===== config.mk =====
export PLATFORM = sky130hd
export DESIGN_NAME = grid_mem_arbiter
export DESIGN_NICKNAME = d
export VERILOG_FILES = /design/src/rtl/grid_mem_arbiter_pkg.sv /design/src/rtl/grid_mem_arbiter_rsp_pipe.sv /design/src/rtl/grid_mem_arbiter.sv
export SDC_FILE = /design/constraint.sdc
export NUM_CORES = 1
export LEC_CHECK = 0
export ABC_AREA = 1
export CAP_MARGIN = 20
export CELL_PAD_IN_SITES_DETAIL_PLACEMENT = 0
export CELL_PAD_IN_SITES_GLOBAL_PLACEMENT = 2
export CORE_MARGIN = 4
export CORE_UTILIZATION = 14
export CTS_BUF_LIST = sky130_fd_sc_hd__clkbuf_8
export CTS_CLUSTER_DIAMETER = 30
export DETAILED_ROUTE_END_ITERATION = 10
export PLACE_DENSITY_LB_ADDON = 0.1
export RECOVER_POWER = 50
export SETUP_SLACK_MARGIN = 0.4
export SLEW_MARGIN = 20
export SYNTH_ARGS = -nofsm -noshare
export SYNTH_HDL_FRONTEND = slang
export SYNTH_HIERARCHICAL = 1
export SYNTH_SLANG_ARGS = --single-unit

===== constraint.sdc =====
create_clock -name clk -period 4.1 [get_ports clk]
set_input_delay 0.615 -clock clk [delete_from_list [all_inputs] [get_ports clk]]
set_output_delay 0.615 -clock clk [all_outputs]
set_load 0.01 [all_outputs]

===== src/rtl/grid_mem_arbiter_pkg.sv =====
// grid_mem_arbiter_pkg
// Shared definitions for the grid memory arbiter: arbitration FSM state
// type, default grid memory geometry and the requester id assignments.
package grid_mem_arbiter_pkg;

    typedef enum logic [0:0] {
        ARB    = 1'b0,
        LOCKED = 1'b1
    } arb_state_t;

    localparam int GRID_ADDR_W = 12;
    localparam int GRID_DATA_W = 32;

    localparam int REQ_SCATTER = 0;
    localparam int REQ_SOLVE   = 1;
    localparam int REQ_GATHER  = 2;

endpackage


===== src/rtl/grid_mem_arbiter_rsp_pipe.sv =====
// arb_rsp_pipe
// READ_LAT-deep shift register of {valid, requester id} that tracks reads
// in flight to the grid memory, so read data can be steered back to the
// requester that issued it.
// Ports:
//   clk, rst        clock, synchronous active-high reset (clears valids)
//   in_vld, in_id   read granted this cycle and its requester id
//   out_vld, out_id read data from memory belongs to out_id this cycle
//   empty           no read in flight
module arb_rsp_pipe #(
    parameter int READ_LAT = 2,
    parameter int ID_W     = 2
) (
    input  logic            clk,
    input  logic            rst,
    input  logic            in_vld,
    input  logic [ID_W-1:0] in_id,
    output logic            out_vld,
    output logic [ID_W-1:0] out_id,
    output logic            empty
);

    logic [READ_LAT-1:0] vld_p;
    logic [ID_W-1:0]     id_p [READ_LAT];

    always_ff @(posedge clk) begin
        if (rst) begin
            vld_p <= '0;
        end else begin
            vld_p[0] <= in_vld;
            for (int s = 1; s < READ_LAT; s++) begin
                vld_p[s] <= vld_p[s-1];
            end
        end
    end

    // Ids only matter alongside a set valid bit, so they carry no reset.
    always_ff @(posedge clk) begin
        id_p[0] <= in_id;
        for (int s = 1; s < READ_LAT; s++) begin
            id_p[s] <= id_p[s-1];
        end
    end

    assign out_vld = vld_p[READ_LAT-1];
    assign out_id  = id_p[READ_LAT-1];
    assign empty   = ~|vld_p;

endmodule


===== src/rtl/grid_mem_arbiter.sv =====
// grid_mem_arbiter
// Round-robin arbiter sharing the single-port grid BRAM between scatter,
// field solver and field gather. One access per cycle; a requester may
// lock the grant across a read-modify-write pair. Read data is routed back
// to the issuing requester READ_LAT cycles after its grant.
// Ports:
//   clk, rst                 clock, synchronous active-high reset
//   phase_en                 per-requester enable from the step controller
//   req_valid/we/lock        request, write select, hold grant afterwards
//   req_addr, req_wdata      packed per-requester address / write data
//   req_ready                one-hot grant (access taken on valid&ready)
//   rsp_valid, rsp_data      read response strobe per requester, shared data
//   mem_en/we/addr/wdata     memory strobes and muxed winner access
//   mem_rdata                memory read data, READ_LAT after a read strobe
//   idle                     no grant this cycle and no read in flight
// Optional build macro GRID_ARB_STATS_EN adds stat_clr, stat_grants and
// stat_stalls (saturating 32-bit per-requester counters).
module grid_mem_arbiter
    import grid_mem_arbiter_pkg::*;
#(
    parameter int NUM_REQ  = 3,
    parameter int ADDR_W   = GRID_ADDR_W,
    parameter int DATA_W   = GRID_DATA_W,
    parameter int READ_LAT = 2
) (
    input  logic                      clk,
    input  logic                      rst,
    input  logic [NUM_REQ-1:0]        phase_en,
    input  logic [NUM_REQ-1:0]        req_valid,
    input  logic [NUM_REQ-1:0]        req_we,
    input  logic [NUM_REQ-1:0]        req_lock,
    input  logic [NUM_REQ*ADDR_W-1:0] req_addr,
    input  logic [NUM_REQ*DATA_W-1:0] req_wdata,
    output logic [NUM_REQ-1:0]        req_ready,
    output logic [NUM_REQ-1:0]        rsp_valid,
    output logic [DATA_W-1:0]         rsp_data,
    output logic                      mem_en,
    output logic                      mem_we,
    output logic [ADDR_W-1:0]         mem_addr,
    output logic [DATA_W-1:0]         mem_wdata,
    input  logic [DATA_W-1:0]         mem_rdata,
    output logic                      idle
`ifdef GRID_ARB_STATS_EN
    ,
    input  logic                      stat_clr,
    output logic [NUM_REQ*32-1:0]     stat_grants,
    output logic [NUM_REQ*32-1:0]     stat_stalls
`endif
);

    localparam int ID_W = (NUM_REQ > 1) ? $clog2(NUM_REQ) : 1;

    arb_state_t          state_q, state_n;
    logic [ID_W-1:0]     ptr_q, ptr_n, owner_q, owner_n, win, cand;
    logic [NUM_REQ-1:0]  elig, ready;
    logic                grant, hold_q, block;
    logic                pipe_vld, pipe_empty;
    logic [ID_W-1:0]     pipe_id;

    function automatic logic [ID_W-1:0] next_id(input logic [ID_W-1:0] id);
        return (int'(id) == NUM_REQ - 1) ? '0 : id + 1'b1;
    endfunction

    assign elig = req_valid & phase_en;

    // Grants are suppressed in the reset cycle and the one after it, so
    // every output is quiet across the reset boundary.
    assign block = rst | hold_q;

    always_comb begin
        state_n = state_q;
        ptr_n   = ptr_q;
        owner_n = owner_q;
        ready   = '0;
        win     = '0;
        cand    = '0;
        grant   = 1'b0;
        if (!block) begin
            case (state_q)
                ARB: begin
                    for (int k = 0; k < NUM_REQ; k++) begin
                        cand = ID_W'((int'(ptr_q) + k) % NUM_REQ);
                        if (!grant && elig[cand]) begin
                            grant = 1'b1;
                            win   = cand;
                        end
                    end
                    if (grant) begin
                        ready[win] = 1'b1;
                        ptr_n      = next_id(win);
                        if (req_lock[win]) begin
                            state_n = LOCKED;
                            owner_n = win;
                        end
                    end
                end
                LOCKED: begin
                    // Losing the phase enable forcibly releases the lock;
                    // nobody is granted in that release cycle.
                    if (!phase_en[owner_q]) begin
                        state_n = ARB;
                        ptr_n   = next_id(owner_q);
                    end else if (elig[owner_q]) begin
                        grant          = 1'b1;
                        win            = owner_q;
                        ready[owner_q] = 1'b1;
                        if (!req_lock[owner_q]) begin
                            state_n = ARB;
                            ptr_n   = next_id(owner_q);
                        end
                    end
                end
                default: state_n = ARB;
            endcase
        end
    end

    always_ff @(posedge clk) begin
        if (rst) begin
            state_q <= ARB;
            ptr_q   <= '0;
            owner_q <= '0;
            hold_q  <= 1'b1;
        end else begin
            state_q <= state_n;
            ptr_q   <= ptr_n;
            owner_q <= owner_n;
            hold_q  <= 1'b0;
        end
    end

    assign req_ready = ready;
    assign mem_en    = grant;
    assign mem_we    = grant & req_we[win];
    assign mem_addr  = grant ? req_addr[int'(win)*ADDR_W +: ADDR_W] : '0;
    assign mem_wdata = grant ? req_wdata[int'(win)*DATA_W +: DATA_W] : '0;

    arb_rsp_pipe #(
        .READ_LAT (READ_LAT),
        .ID_W     (ID_W)
    ) u_rsp_pipe (
        .clk     (clk),
        .rst     (rst),
        .in_vld  (grant & ~req_we[win]),
        .in_id   (win),
        .out_vld (pipe_vld),
        .out_id  (pipe_id),
        .empty   (pipe_empty)
    );

    // Reads still in flight when reset arrives are dropped, including one
    // that would have completed in the reset cycle itself.
    always_comb begin
        rsp_valid = '0;
        rsp_data  = '0;
        if (pipe_vld && !rst) begin
            rsp_valid[pipe_id] = 1'b1;
            rsp_data           = mem_rdata;
        end
    end

    assign idle = rst | (~grant & pipe_empty);

`ifdef GRID_ARB_STATS_EN
    logic [31:0] gcnt [NUM_REQ];
    logic [31:0] scnt [NUM_REQ];

    always_ff @(posedge clk) begin
        if (rst || stat_clr) begin
            for (int i = 0; i < NUM_REQ; i++) begin
                gcnt[i] <= '0;
                scnt[i] <= '0;
            end
        end else begin
            for (int i = 0; i < NUM_REQ; i++) begin
                if (req_valid[i] && ready[i] && gcnt[i] != '1) gcnt[i] <= gcnt[i] + 1'b1;
                if (elig[i] && !ready[i] && scnt[i] != '1)     scnt[i] <= scnt[i] + 1'b1;
            end
        end
    end

    always_comb begin
        stat_grants = '0;
        stat_stalls = '0;
        for (int i = 0; i < NUM_REQ; i++) begin
            stat_grants[i*32 +: 32] = gcnt[i];
            stat_stalls[i*32 +: 32] = scnt[i];
        end
    end
`endif

endmodule


After elaboration in Yosys (flattened, before gate mapping)
Memories as Yosys holds them, arrays and structs flattened.
Index checks and enable logic that the tools add are counted.
{"block": "totals", "ram_bits": 4, "out_inout_bits": 85, "input_bits": 178, "register_bits": 8, "memories": 1}
{"block": "op_classes", "muxes": 67, "eq_ne": 5, "n_lt_le_gt_ge": 10, "div": 3, "reduce_logical": 13, "shifts": 2, "bitwise": 10, "multipliers": 1, "addsub": 4}
{"memory": "u_rsp_pipe.id_p", "words": 2, "width": 2, "read_ports": 2, "rd_ports_with_merged_regs": 0, "wr": 2, "line": "grid_mem_arbiter_rsp_pipe.sv:24", "source": "logic [ID_W-1:0] id_p [READ_LAT];"}
{"op": "96-bit by 8-bit indexed part select with 32-bit output", "count": 1}
{"op": "32-bit by 3-bit remainder unit with 32-bit output (second input constant)", "count": 2}
{"op": "32-bit two-way mux", "count": 2}
{"op": "36-bit by 7-bit indexed part select with 12-bit output", "count": 1}
{"op": "3-bit by 3-bit remainder unit with 32-bit output (second input constant)", "count": 1}
{"op": "1-bit two-way mux", "count": 29}
{"op": "2-bit two-way mux", "count": 14}
{"op": "2-bit by 3-bit less-than comparator with 1-bit output (second input constant)", "count": 7}
{"op": "1-bit binary-select mux with 2-bit select", "count": 8}
{"op": "3-bit two-way mux", "count": 5}
{"op": "12-bit two-way mux", "count": 1}
{"op": "2-bit case mux with 2 select lines", "count": 2}
{"op": "4-bit AND reduction", "count": 2}
{"op": "1-bit demux with 2-bit select", "count": 3}
{"op": "2-bit by 1-bit >= comparator with 1-bit output (second input constant)", "count": 3}
{"op": "1-bit logical AND", "count": 6}
{"op": "3-bit case mux with 2 select lines", "count": 1}
{"op": "2-bit by 1-bit adder with 2-bit output (second input constant)", "count": 2}
{"op": "2-bit equality test (second input constant)", "count": 2}
{"op": "1-bit logical NOT", "count": 4}
{"op": "2-bit by 2-bit multiplier with 4-bit output (second input constant)", "count": 1}
{"op": "1-bit inverter", "count": 4}
{"op": "1-bit case mux with 2 select lines", "count": 2}
{"op": "2-bit by 1-bit adder with 3-bit output (second input constant)", "count": 1}
{"op": "8 further kinds", "count": 11}

Longest topological paths before layout
Gate-level depths: netlist of the first run.
{"block": "depth", "ltp_word": 23, "ltp_mapped": 18}

By module
Netlist of the first run, hierarchy kept.
{"mod": "grid_mem_arbiter", "cells_each": 560, "n_inst": 1, "area_per_inst_um2": 2696.3}
{"mod": "arb_rsp_pipe", "cells_each": 13, "n_inst": 1, "area_per_inst_um2": 156.4}

Least setup slack after synthesis of the first run
Ideal clock, no wire load.
{"block": "synth_timing", "path_type": "reg-to-output", "from": "register ptr_q[0]", "to": "output port mem_addr[10]", "slack_ns": 1.448, "t_arrival_ns": 2.037, "path_stages_with_launch": 18, "path_cell_list": "dfxtp_1 inv_1 ha_1 inv_1 nand2_1 nand3_1 nand2_1 inv_2 nand3_1 nand2_2 nand2_4 nand2_4 nand3_2 buf_6 buf_6 nand2_1 nand3_1 a21oi_1"}
{"block": "synth_between", "elab_chain_cells": 21}
{"item": "start: declaration", "line": "grid_mem_arbiter.sv:54", "source": "logic [ID_W-1:0] ptr_q, ptr_n, owner_q, owner_n, win, cand;"}
{"item": "start signal: assignment", "line": "grid_mem_arbiter.sv:126", "source": "ptr_q <= ptr_n;"}
{"item": "branches (longest 20 deep; another with 32-bit by 3-bit remainder unit with 32-bit output)"}
{"item": "12-bit two-way mux *", "line": "grid_mem_arbiter.sv:135", "source": "assign mem_addr = grant ? req_addr[int'(win)*ADDR_W +: ADDR_W] : '0;"}
{"item": "end: declaration", "line": "grid_mem_arbiter.sv:39", "source": "output logic [ADDR_W-1:0] mem_addr,"}
Mark *: on every way between the ends. The select of a mux whose other input is x is not followed.

Final worst setup path of the first run
{"block": "layout_timing", "from": "input port req_valid[0]", "to": "output port mem_wdata[11]"}
{"block": "layout_between", "elab_chain_cells": 20}
{"item": "start: declaration", "line": "grid_mem_arbiter.sv:29", "source": "input logic [NUM_REQ-1:0] req_valid,"}
{"item": "3-bit AND *", "line": "grid_mem_arbiter.sv:64", "source": "assign elig = req_valid & phase_en;"}
{"item": "1-bit binary-select mux with 2-bit select", "line": "grid_mem_arbiter.sv:83", "source": "if (!grant && elig[cand]) begin"}
{"item": "1-bit two-way mux (implied by the code)", "line": "grid_mem_arbiter.sv:83"}
{"item": "1-bit two-way mux", "line": "grid_mem_arbiter.sv:83"}
{"item": "1-bit two-way mux", "line": "grid_mem_arbiter.sv:79", "source": "case (state_q)"}
{"item": "1-bit two-way mux", "line": "grid_mem_arbiter.sv:78", "source": "if (!block) begin"}
{"item": "1-bit logical NOT", "line": "grid_mem_arbiter.sv:83"}
{"item": "1-bit logical AND", "line": "grid_mem_arbiter.sv:83"}
{"item": "[4 not listed]"}
{"item": "1-bit logical AND", "line": "grid_mem_arbiter.sv:83"}
{"item": "2-bit two-way mux", "line": "grid_mem_arbiter.sv:83"}
{"item": "2-bit two-way mux", "line": "grid_mem_arbiter.sv:79"}
{"item": "2-bit two-way mux", "line": "grid_mem_arbiter.sv:78"}
{"item": "2-bit case mux with 2 select lines", "line": "grid_mem_arbiter.sv:79"}
{"item": "2-bit two-way mux", "line": "grid_mem_arbiter.sv:78"}
{"item": "96-bit by 8-bit indexed part select with 32-bit output", "line": "grid_mem_arbiter.sv:136", "source": "assign mem_wdata = grant ? req_wdata[int'(win)*DATA_W +: DATA_W] : '0;"}
{"item": "32-bit two-way mux *", "line": "grid_mem_arbiter.sv:136"}
{"item": "end: declaration", "line": "grid_mem_arbiter.sv:40", "source": "output logic [DATA_W-1:0] mem_wdata,"}
Every way passes the cells marked *; elsewhere a longest branch is shown, timed or not. The select of a mux whose other input is x is not followed.

==> impl_results.md, run 1 <==
- Total power: about 1200 uW
- Fin crit share: 89.1%
- Final worst path period need: 3.65 ns
- Achievable Freq: roughly 270 MHz
- Hold path start: u_rsp_pipe/id_p[0][0]$_DFF_P_
- CP max-delay cell: dlygate4sd3_1
- Synth Cell Area: 0.00285 sq mm
- CP Cell Sequence: dlygate4sd3_1, nand2_1, nand2_1, nand3_1, nand2_1, inv_1, nand4_2, nand2_4, nand2_4, nand3_4, buf_4, bufbuf_16, nand3_1, a21oi_1, dlygate4sd2_1
- CP Launch Type: input port
- Drt wl/cell: around 15 microns
- Pwr per Cell Area: 197 mW/mm^2
- Worst-margin pin slew: 0.651 ns
- Leak pwr: 0.00335 uW
- CTS H-tree depth: 1
- Share of cells above drive strength 1: under 10%
- IO Port Bufs: 262
- WP data required: 3.48 ns
- DR vias/cell: between 4 and 5
- Largest family of logic cells by synthesized area: simple AND/OR/NAND/NOR gates
- Io pins: 263
- Critical path class: in2out
- Slew headroom: 56.6%
- DIE WIDTH: 151 microns
- Area contributors post-synth: inv_1 19%, nand3_1 19%, nand2_1 11%
- GRT Total Usage: 13.0%
- Synth Area in Adders: 1.32%
- DPL Wire Length: 12,800 microns
- Cell taking the most area after synthesis: inv_1
- Area growth, synth to finish: 109%
- Total number of vias: 4,509
- CP startpoint: req_valid[0]
- CP bufs+invs: 5
- Placer Congestion: 0.799
- Post-Synth Simple-Gate Area: between 50% and 60%
- Post-CTS Hold Buffers: 0
- Synth Area in XOR/XNOR: 0%
- Yosys reg bits: 12
- Clock Latency Late Sink: 0.24 ns
- Fill cells: 2,227
- Final setup fails: 0
- Distinct cells, synth: 30
- RSZ-0062 raised after global routing: true
- Largest net degree at the start of global routing: 48
- Register area share after synthesis: 8.42%
- Initial antenna violation count: 0
- Critical Path Sink Type: primary output
- Mux cell area share after synthesis: 0%
- # rows: 51
- Final ANT Viol Nets: 0
- Final Cell Area: approximately 0.0060 sq mm
- DRC Markers: 0
- CTS clk-pin slew, worst paths: ~0.06 ns
- CTS tree: done
- Asr flop ratio synth: 0%
- Top-area cell type share of the netlist area: 18.8%
- Slowest Stage Delay on Critical Path: 0.59 ns
- Commonest cells in the netlist: 143 x inv_1, 106 x nand3_1, 87 x nand2_1
- Net Count, Synth: about 750
- Clock skew: between 0.002 and 0.0025 ns
- Maximum vdd drop: 0.0000892 V
- Dominant synthesized flop cell: dfxtp_1
- CORE AREA: 0.0198 sq mm
- Worst Hold Class: reg2reg
- Most common cell in the netlist: inv_1
- Number of global-route vias before repair: around 4,500
- Die ar.: 0.0227 sq mm
- CP Max Fanout: 15
- Final hold slack: 0.327 ns
- Initial Util: 14.4%
- Syn Area/Cell: 4.98 sq um
- Delay-heaviest family, CP: buffers and inverters
- EDFF count, synth: 0
- Total CTS buffers: 3
- First-pass GRT wire length: 23,700 microns
- GRT overflow: 0
- Outcome: complete, no violations
- Chip height: 151 microns
- Cells after Synth: ~570
- Fin Setup TNS: 0 ns
- DRT Wirelength: 16,500 microns
- Most frequent CP cell: nand2_1
- Ant. Diodes: 0
- Max-slew violations: 0
- Drt first pass iters: 5
- Fin util: between 30% and 40%
- Clock buffer depth: 2
- Synth Area in Compound Gates: 11.5%
- Reg-to-reg critical path startpoint: ptr_q[0]$_SDFFE_PP0P_
- Nets: 1,002
- Final hold violations: 0
- Drt first-iter violations: 169
- CTS Sinks: 12
- Worst Path Arrival: 3.04 ns
- YS warnings: 6
- Dpl cell area: 0.00578 sq mm
- Clock Tree Root: clkbuf_8
- Number of max-cap violations: 0
## where the power goes
| part | leakage (uW) | internal (uW) | total, uW | switching, uW |
|---|---|---|---|---|
| Combinational | 0.00322 | 414 | 899 | 485 |
| Sequential | 0.0000979 | 129 | 142 | 12.7 |
| Clock | 0.0000288 | 85.0 | 134 | 49.2 |
## stage by stage
step	setup WS [ns]	instances
floorplan	1.45	573
global placement	0.157	1073
detailed placement	0.136	1073
CTS	0.279	1080
global route	0.220	1085
finish	0.446	1085
## registers in the layout (all words and copies together) (netlist names)
signal	count
ptr_q	2
owner_q	2
u_rsp_pipe/vld_p	2
hold_q	1
state_q	1
u_rsp_pipe/id_p	4
## metal layers
layer / up-vias / GRT usage (%) / share of wire, %
li1: 2311 / - / -
met1: 1990 / 15.0 / 40
met2: 202 / 23.7 / 48
met3: 6 / 4.76 / 11
met4: 0 / 1.41 / 0.71
met5: - / 0 / 0
## repair_timing
action / in CTS / in global routing
resized for setup: 36 / 52
setup endpoints to repair: 45 / 35
gates cloned: 1 / 2
pin swaps: 0 / 1
setup buffers: 2 / 3
## worst reg2reg max path: stages (launching register included)
cell and delay [ns]:
dfxtp_1 0.33, inv_1 0.07, ha_1 0.33, inv_1 0.14, nand2_1 0.08, nand3_1 0.06, nand2_1 0.05, inv_1 0.11
nand3_1 0.10, nand2_2 0.09, nand2_4 0.07, nand2_4 0.08, nand3_4 0.13, buf_4 0.19, nand2_1 0.05, nand3_1 0.10
a21oi_1 0.15, inv_1 0.06, nor2_1 0.09
## final cells by class
cell class / count / area, sq um / area share, %
sequential: 12 / 240 / 4.03
tap: 265 / 332 / 5.56
clock buffer: 4 / 55.1 / 0.923
multi-input combinational: 371 / 1870 / 31.3
timing repair buffer: 286 / 2920 / 49.0
inverter: 147 / 552 / 9.25
## path summary, 6_finish.rpt
kind	to	slack [ns]	cells after the start
worst max-delay path	mem_wdata[11]	0.45	15
worst min register to register	u_rsp_pipe/id_p[0][2]$_DFF_P_	0.33	0
worst min-delay path	u_rsp_pipe/id_p[0][2]$_DFF_P_	0.33	0
worst max register to register	u_rsp_pipe/vld_p[0]$_SDFF_PP0_	1.72	18
## layout by cell type, fill, tap and decap left out, types with 7 or more instances in the layout
master / instances
dlymetal6s2s_1: 18
nor2_1: 49
buf_12: 7
nand3_1: 105
nand4_1: 47
dlygate4sd2_1: 18
buf_4: 9
dfxtp_1: 12
inv_1: 144
nand2_1: 86
a21oi_1: 49
clkdlybuf4s50_1: 178
clkbuf_2: 12
dlygate4sd3_1: 35
## cells by family (layout without fill, tap and decap cells)
kind of cell    Yosys count  in the layout
simple gates            307            307
flops                    12             12
buf+inv                 190            437
fa+ha+maj                 3              3
compound gates           61             61
No activity file was read; power rests on OpenSTA's default activity.
==> run 2, diff against run 1 <==
--- a/config.mk
+++ b/config.mk
@@ -14,6 +14,7 @@
 export CTS_BUF_LIST = sky130_fd_sc_hd__clkbuf_8
 export CTS_CLUSTER_DIAMETER = 30
 export DETAILED_ROUTE_END_ITERATION = 10
+export MAX_ROUTING_LAYER = met4
 export PLACE_DENSITY_LB_ADDON = 0.1
 export RECOVER_POWER = 50
 export SETUP_SLACK_MARGIN = 0.4
==> impl_results.md, run 2 (same netlist as run 1, synthesis figures left out) <==
- Drt first-iter violations: 152 (-10%)
- Dpl cell area: 0.00578 sq mm (unchanged)
- Largest net degree at the start of global routing: 48 (unchanged)
- GRT overflow: 0 (unchanged)
- Placer Congestion: 0.810 (+1.4%)
- Pwr per Cell Area: 197 mW/mm^2 (+0.18%)
- First-pass GRT wire length: 23,600 microns (-0.23%)
- CP max-delay cell: dlygate4sd3_1
- Clock skew: 0.00152 ns (-0.000595 ns)
- Worst Hold Class: reg2reg
- Reg-to-reg critical path startpoint: ptr_q[0]$_SDFFE_PP0P_
- Fin util: 30.2% (unchanged)
- Most frequent CP cell: nand2_1
- Max-slew violations: 0 (unchanged)
- Share of cells above drive strength 1: 7.20% (unchanged)
- CTS tree: done
- Final setup fails: 0 (unchanged)
- Combinational power share: 76.5% (about the same)
- CP startpoint: req_valid[0]
- Worst-margin pin slew: 0.654 ns (+0.00221 ns)
- Fin crit share: 89.2% (+0.099 points)
- Critical path class: in2out
- R2r endpoint: u_rsp_pipe/vld_p[0]$_SDFF_PP0_
- Sw frac: 46.7% (+0.097 points)
- Maximum vdd drop: 0.0000895 V (+0.39%)
- Commonest non-fill, non-tap cell in the layout: clkdlybuf4s50_1
- # rows: 51 (unchanged)
- IO Port Bufs: 262 (unchanged)
- Drt first pass iters: 4 (-1)
- Internal: 628 uW (about the same)
- Total CTS buffers: 3 (unchanged)
- Leak pwr: 0.00335 uW (unchanged)
- Clock power share: 11.4% (about the same)
- Post-CTS Hold Buffers: 0 (unchanged)
- Achievable Freq: 273 MHz (-0.11%)
- Final worst path period need: 3.66 ns (+0.00407 ns)
- Total power: 1180 uW (+0.18%)
- Outcome: complete, no violations
- Die ar.: 0.0227 sq mm (unchanged)
- Final hold slack: 0.327 ns (+0.000109 ns)
- Hold Path Depth: 0 (unchanged)
- Most frequent cells in the layout: 178 x clkdlybuf4s50_1, 144 x inv_1, 105 x nand3_1, 86 x nand2_1
- DRC Markers: 0 (unchanged)
- Total number of vias: 4,493 (-0.35%)
- Initial Util: 14.4% (unchanged)
- Slew headroom: 56.4% (-0.15 points)
- Clock Latency Late Sink: 0.24 ns (about the same)
- Slowest Stage Delay on Critical Path: 0.59 ns (about the same)
- Chip height: 151 microns (unchanged)
- Final hold violations: 0 (unchanged)
- Worst Reg-to-Reg Cells: 18 (unchanged)
- Final Cell Area: 0.00597 sq mm (unchanged)
- Clock buffer depth: 2 (unchanged)
- WP data required: 3.48 ns (about the same)
- Number of global-route vias before repair: 4,530 (+0.33%)
- CP Cell Sequence: dlygate4sd3_1, nand2_1, nand2_1, nand3_1, nand2_1, inv_1, nand4_2, nand2_4, nand2_4, nand3_4, buf_4, bufbuf_16, nand3_1, a21oi_2, dlygate4sd2_1
- Worst setup path end: mem_wdata[9]
- Ant. Diodes: 0 (unchanged)
- DRT Wirelength: 16,500 microns (about the same)
- CTS H-tree depth: 1 (unchanged)
- RSZ-0062 raised after global routing: true
- CP Launch Type: input port
- CORE AREA: 0.0198 sq mm (unchanged)
- Critical Path Sink Type: primary output
- CTS clk-pin slew, worst paths: 0.06 ns (about the same)
- Fin Setup TNS: 0 ns (unchanged)
- CTS Sinks: 12 (unchanged)
- Clock Tree Root: clkbuf_8
- GRT Total Usage: 13.4% (+0.36 points)
- Nets: 1,002 (unchanged)
- Worst Path Arrival: 3.04 ns (about the same)
- DR vias/cell: 4.14 (-0.35%)
- DIE WIDTH: 151 microns (unchanged)
- Seq pwr share: 12.1% (about the same)
- R2R Setup Slk: 1.72 ns (about the same)
- CP Max Fanout: 15 (unchanged)
- Number of max-cap violations: 0 (unchanged)
- Initial antenna violation count: 0 (unchanged)
- Final ANT Viol Nets: 0 (unchanged)
- Drt wl/cell: 15.2 microns (about the same)
- Switching pwr: 550 uW (+0.39%)
- Area growth, synth to finish: 109% (unchanged)
- Io pins: 263 (unchanged)
- Max reg flops: 4 (unchanged)
- Register with the highest flop count: u_rsp_pipe/id_p
- DPL Wire Length: 12,800 microns (unchanged)
## run 2: repair_timing
action	in CTS	in global routing
buffers inserted	2	3
endpoints found under the setup margin	45	35
gates resized for setup	36	52
pin swaps	0	1
cloned	1	2
## run 2: final cells by class
| type | instances | area, sq um |
|---|---|---|
| repair buffers | 286 | 2920 |
| multi-input cells | 371 | 1870 |
| fillers | 2227 | 13800 |
| flip-flops and latches | 12 | 240 |
| inverters | 147 | 552 |
| clock buffers | 4 | 55.1 |
| well taps | 265 | 332 |
## run 2: metal layers
layer	vias up	track usage (%)	share of wire [%]
met1	1979	15.4	41
li1	2311	-	-
met2	197	23.7	48
met3	6	4.03	9.8
met4	0	1.41	0.71
met5	-	-	0
## run 2: how the worst min path moves through the flow
stage / startpoint / end / slack, ns
after CTS: u_rsp_pipe/id_p[0][0]$_DFF_P_ / u_rsp_pipe/id_p[0][2]$_DFF_P_ / 0.33
after global placement: u_rsp_pipe/id_p[0][1]$_DFF_P_ / u_rsp_pipe/id_p[0][3]$_DFF_P_ / 0.31
after global routing: u_rsp_pipe/id_p[0][1]$_DFF_P_ / u_rsp_pipe/id_p[0][3]$_DFF_P_ / 0.34
after detailed placement: u_rsp_pipe/id_p[0][0]$_DFF_P_ / u_rsp_pipe/id_p[0][2]$_DFF_P_ / 0.31
after floorplan: u_rsp_pipe/id_p[0][0]$_DFF_P_ / u_rsp_pipe/id_p[0][2]$_DFF_P_ / 0.31
final: u_rsp_pipe/id_p[0][0]$_DFF_P_ / u_rsp_pipe/id_p[0][2]$_DFF_P_ / 0.33
## run 2: through the flow
step	setup WS, ns	instances
global route	0.220	1085
detailed placement	0.136	1073
floorplan	1.45	573
CTS	0.279	1080
global placement	0.157	1073
finish	0.442	1085
## run 2: power by group through the flow
stage,clock (uW),combinational (uW),sequential (uW)
after floorplan,0,460,137
after global placement,0,899,145
after detailed placement,0,893,145
after CTS,136,899,142
after global routing,140,999,145
final,134,901,142
## run 2: critical path, delay by kind of cell
| family | cells | cell delay, ns |
|---|---|---|
| buffers and inverters | 5 | 1.41 |
| AND/OR/NAND/NOR | 9 | 0.84 |
| AO/OA/AOI/OAI | 1 | 0.16 |
==> run 3, diff against run 2 <==
--- a/config.mk
+++ b/config.mk
@@ -15,9 +15,10 @@
 export CTS_CLUSTER_DIAMETER = 30
 export DETAILED_ROUTE_END_ITERATION = 10
 export MAX_ROUTING_LAYER = met4
-export PLACE_DENSITY_LB_ADDON = 0.1
+export PLACE_DENSITY = 0.95
 export RECOVER_POWER = 50
 export SETUP_SLACK_MARGIN = 0.4
+export SKIP_CTS_REPAIR_TIMING = 1
 export SLEW_MARGIN = 20
 export SYNTH_ARGS = -nofsm -noshare
 export SYNTH_HDL_FRONTEND = slang
==> impl_results.md, run 3 (same netlist as run 1, synthesis figures left out) <==
- Final setup fails: 0 (unchanged)
- Clock Tree Root: clkbuf_8
- # rows: 51 (unchanged)
- CP bufs+invs: 3 (-2)
- CP max-delay cell: clkdlybuf4s50_1
- IO Port Bufs: 262 (unchanged)
- Worst Path Arrival: 3.16 ns (+0.12 ns)
- Ant. Diodes: 0 (unchanged)
- Worst setup path end: mem_wdata[2]
- First-pass GRT wire length: 21,600 microns (-8.6%)
- WP data required: 3.48 ns (about the same)
- Io pins: 263 (unchanged)
- CP Launch Type: input port
- Critical path class: in2out
- Number of max-cap violations: 0 (unchanged)
- Number of global-route vias before repair: 4,253 (-6.1%)
- Drt wl/cell: 13.9 microns (-8.6%)
- Fin crit share: 92.1% (+2.9 points)
- R2r endpoint: u_rsp_pipe/vld_p[0]$_SDFF_PP0_
- Critical Path Sink Type: primary output
- Share of cells above drive strength 1: 4.79% (-2.4 points)
- Clock Latency Late Sink: 0.24 ns (about the same)
- Crit path depth: 11 (-4)
- R2R Setup Slk: 1.61 ns (-0.11 ns)
- Nets: 996 (-0.60%)
- DRT Wirelength: 15,000 microns (-9.1%)
- Achievable Freq: 265 MHz (-3.2%)
- Worst Hold Class: reg2reg
- CP Cell Sequence: clkdlybuf4s50_1, nand2_1, o21ai_1, nand2_2, a21boi_1, nand2_1, o21ai_4, buf_12, nand3_1, a21oi_2, clkdlybuf4s50_1
- Commonest non-fill, non-tap cell in the layout: clkdlybuf4s50_1
- Reg-to-reg critical path startpoint: ptr_q[0]$_SDFFE_PP0P_
- Clock buffer depth: 2 (unchanged)
- Clock skew: 0.000682 ns (-0.000839 ns)
- Fin Setup TNS: 0 ns (unchanged)
- CTS H-tree depth: 1 (unchanged)
- Max-slew violations: 0 (unchanged)
- Most frequent cells in the layout: 188 x clkdlybuf4s50_1, 144 x inv_1, 105 x nand3_1, 87 x nand2_1, 51 x a21oi_1
- Largest net degree at the start of global routing: 45 (-6.3%)
- Total CTS buffers: 3 (unchanged)
- Worst Reg-to-Reg Cells: 18 (unchanged)
- Chip height: 151 microns (unchanged)
- Final worst path period need: 3.78 ns (+0.119 ns)
- Area growth, synth to finish: 110%
- DPL Wire Length: 11,600 microns (-9.6%)
- Drt first pass iters: 5 (+1)
- Outcome: complete, no violations
- Worst-margin pin slew: 0.645 ns (-0.00815 ns)
- Final hold violations: 0 (unchanged)
- Slew headroom: 57.0% (+0.54 points)
- Delay-heaviest family, CP: buffers and inverters
- Final WS setup: 0.323 ns (-0.119 ns)
- Initial Util: 14.4% (unchanged)
- RSZ-0062 raised after global routing: true
- CP startpoint: phase_en[2]
- DIE WIDTH: 151 microns (unchanged)
- Slowest Stage Delay on Critical Path: 0.57 ns (-0.02 ns)
- CORE AREA: 0.0198 sq mm (unchanged)
- Total power: 1150 uW (-1.9%)
- Leak pwr: 0.00357 uW (+6.5%)
- GRT Total Usage: 12.1% (-1.3 points)
- Total number of vias: 4,501 (+0.18%)
- Die ar.: 0.0227 sq mm (unchanged)
- Initial antenna violation count: 0 (unchanged)
- CTS Sinks: 12 (unchanged)
- Register with the highest flop count: u_rsp_pipe/id_p
- Final ANT Viol Nets: 0 (unchanged)
- Pwr per Cell Area: 193 mW/mm^2 (-2.1%)
- GRT overflow: 0 (unchanged)
- Max reg flops: 4 (unchanged)
- Placer Congestion: 0.846 (+4.4%)
- Fill cells: 2,216 (-0.49%)
- Fin util: 30.2% (+0.057 points)
- DR vias/cell: 4.17 (+0.74%)
- CP Max Fanout: 29 (+14)
- Setup WS pre-CTS: 0.169 ns (+0.0331 ns)
- CTS tree: done
- CTS clk-pin slew, worst paths: 0.05 ns (about the same)
- Drt first-iter violations: 228 (+50%)
- Hold Path Depth: 0 (unchanged)
- DRC Markers: 0 (unchanged)
- Maximum vdd drop: 0.0000937 V (+4.6%)
==> run 3: routing by layer <==
layer | up-vias | GRT usage [%] | share of wire (%)
li1 | 2292 | - | -
met1 | 2005 | 14.7 | 42
met2 | 198 | 21.9 | 50
met3 | 6 | 1.57 | 8.3
met4 | 0 | 1.63 | 0.55
met5 | - | - | 0
==> run 3: final cells by class <==
| cell class | instances | area (sq um) | share of cell area, % |
|---|---|---|---|
| sequential | 12 | 240 | 4.02 |
| multi-input combinational | 371 | 1860 | 31.1 |
| timing repair buffer | 280 | 2940 | 49.2 |
| tap | 265 | 332 | 5.55 |
| inverter | 147 | 552 | 9.23 |
| clock buffer | 4 | 55.1 | 0.921 |
==> run 3: how the worst min path moves through the flow <==
stage | from | to | slack [ns]
6_report | u_rsp_pipe/id_p[0][0]$_DFF_P_ | u_rsp_pipe/id_p[0][2]$_DFF_P_ | 0.32
3_3_place_gp | u_rsp_pipe/id_p[0][1]$_DFF_P_ | u_rsp_pipe/id_p[0][3]$_DFF_P_ | 0.31
3_5_place_dp | u_rsp_pipe/id_p[0][0]$_DFF_P_ | u_rsp_pipe/id_p[0][2]$_DFF_P_ | 0.31
4_1_cts | u_rsp_pipe/id_p[0][0]$_DFF_P_ | u_rsp_pipe/id_p[0][2]$_DFF_P_ | 0.33
5_1_grt | u_rsp_pipe/id_p[0][1]$_DFF_P_ | u_rsp_pipe/id_p[0][3]$_DFF_P_ | 0.33
2_1_floorplan | u_rsp_pipe/id_p[0][0]$_DFF_P_ | u_rsp_pipe/id_p[0][2]$_DFF_P_ | 0.31
==> run 3: power breakdown <==
group          total [uW]  switching (uW)  internal, uW  leakage [uW]
sequential            142            12.0           130     0.0000979
combinational         886             480           406       0.00344
clock                 128            43.0          84.8     0.0000288
==> run 3: per-stage QoR <==
| stage | cells | instance area (sq um) | hold slack, ns |
|---|---|---|---|
| detailed placement | 1074 | 5800 | 0.314 |
| floorplan | 573 | 2850 | 0.310 |
| global placement | 1074 | 5800 | 0.311 |
| global route | 1079 | 5980 | 0.332 |
| finish | 1079 | 5980 | 0.324 |
| CTS | 1078 | 5850 | 0.328 |
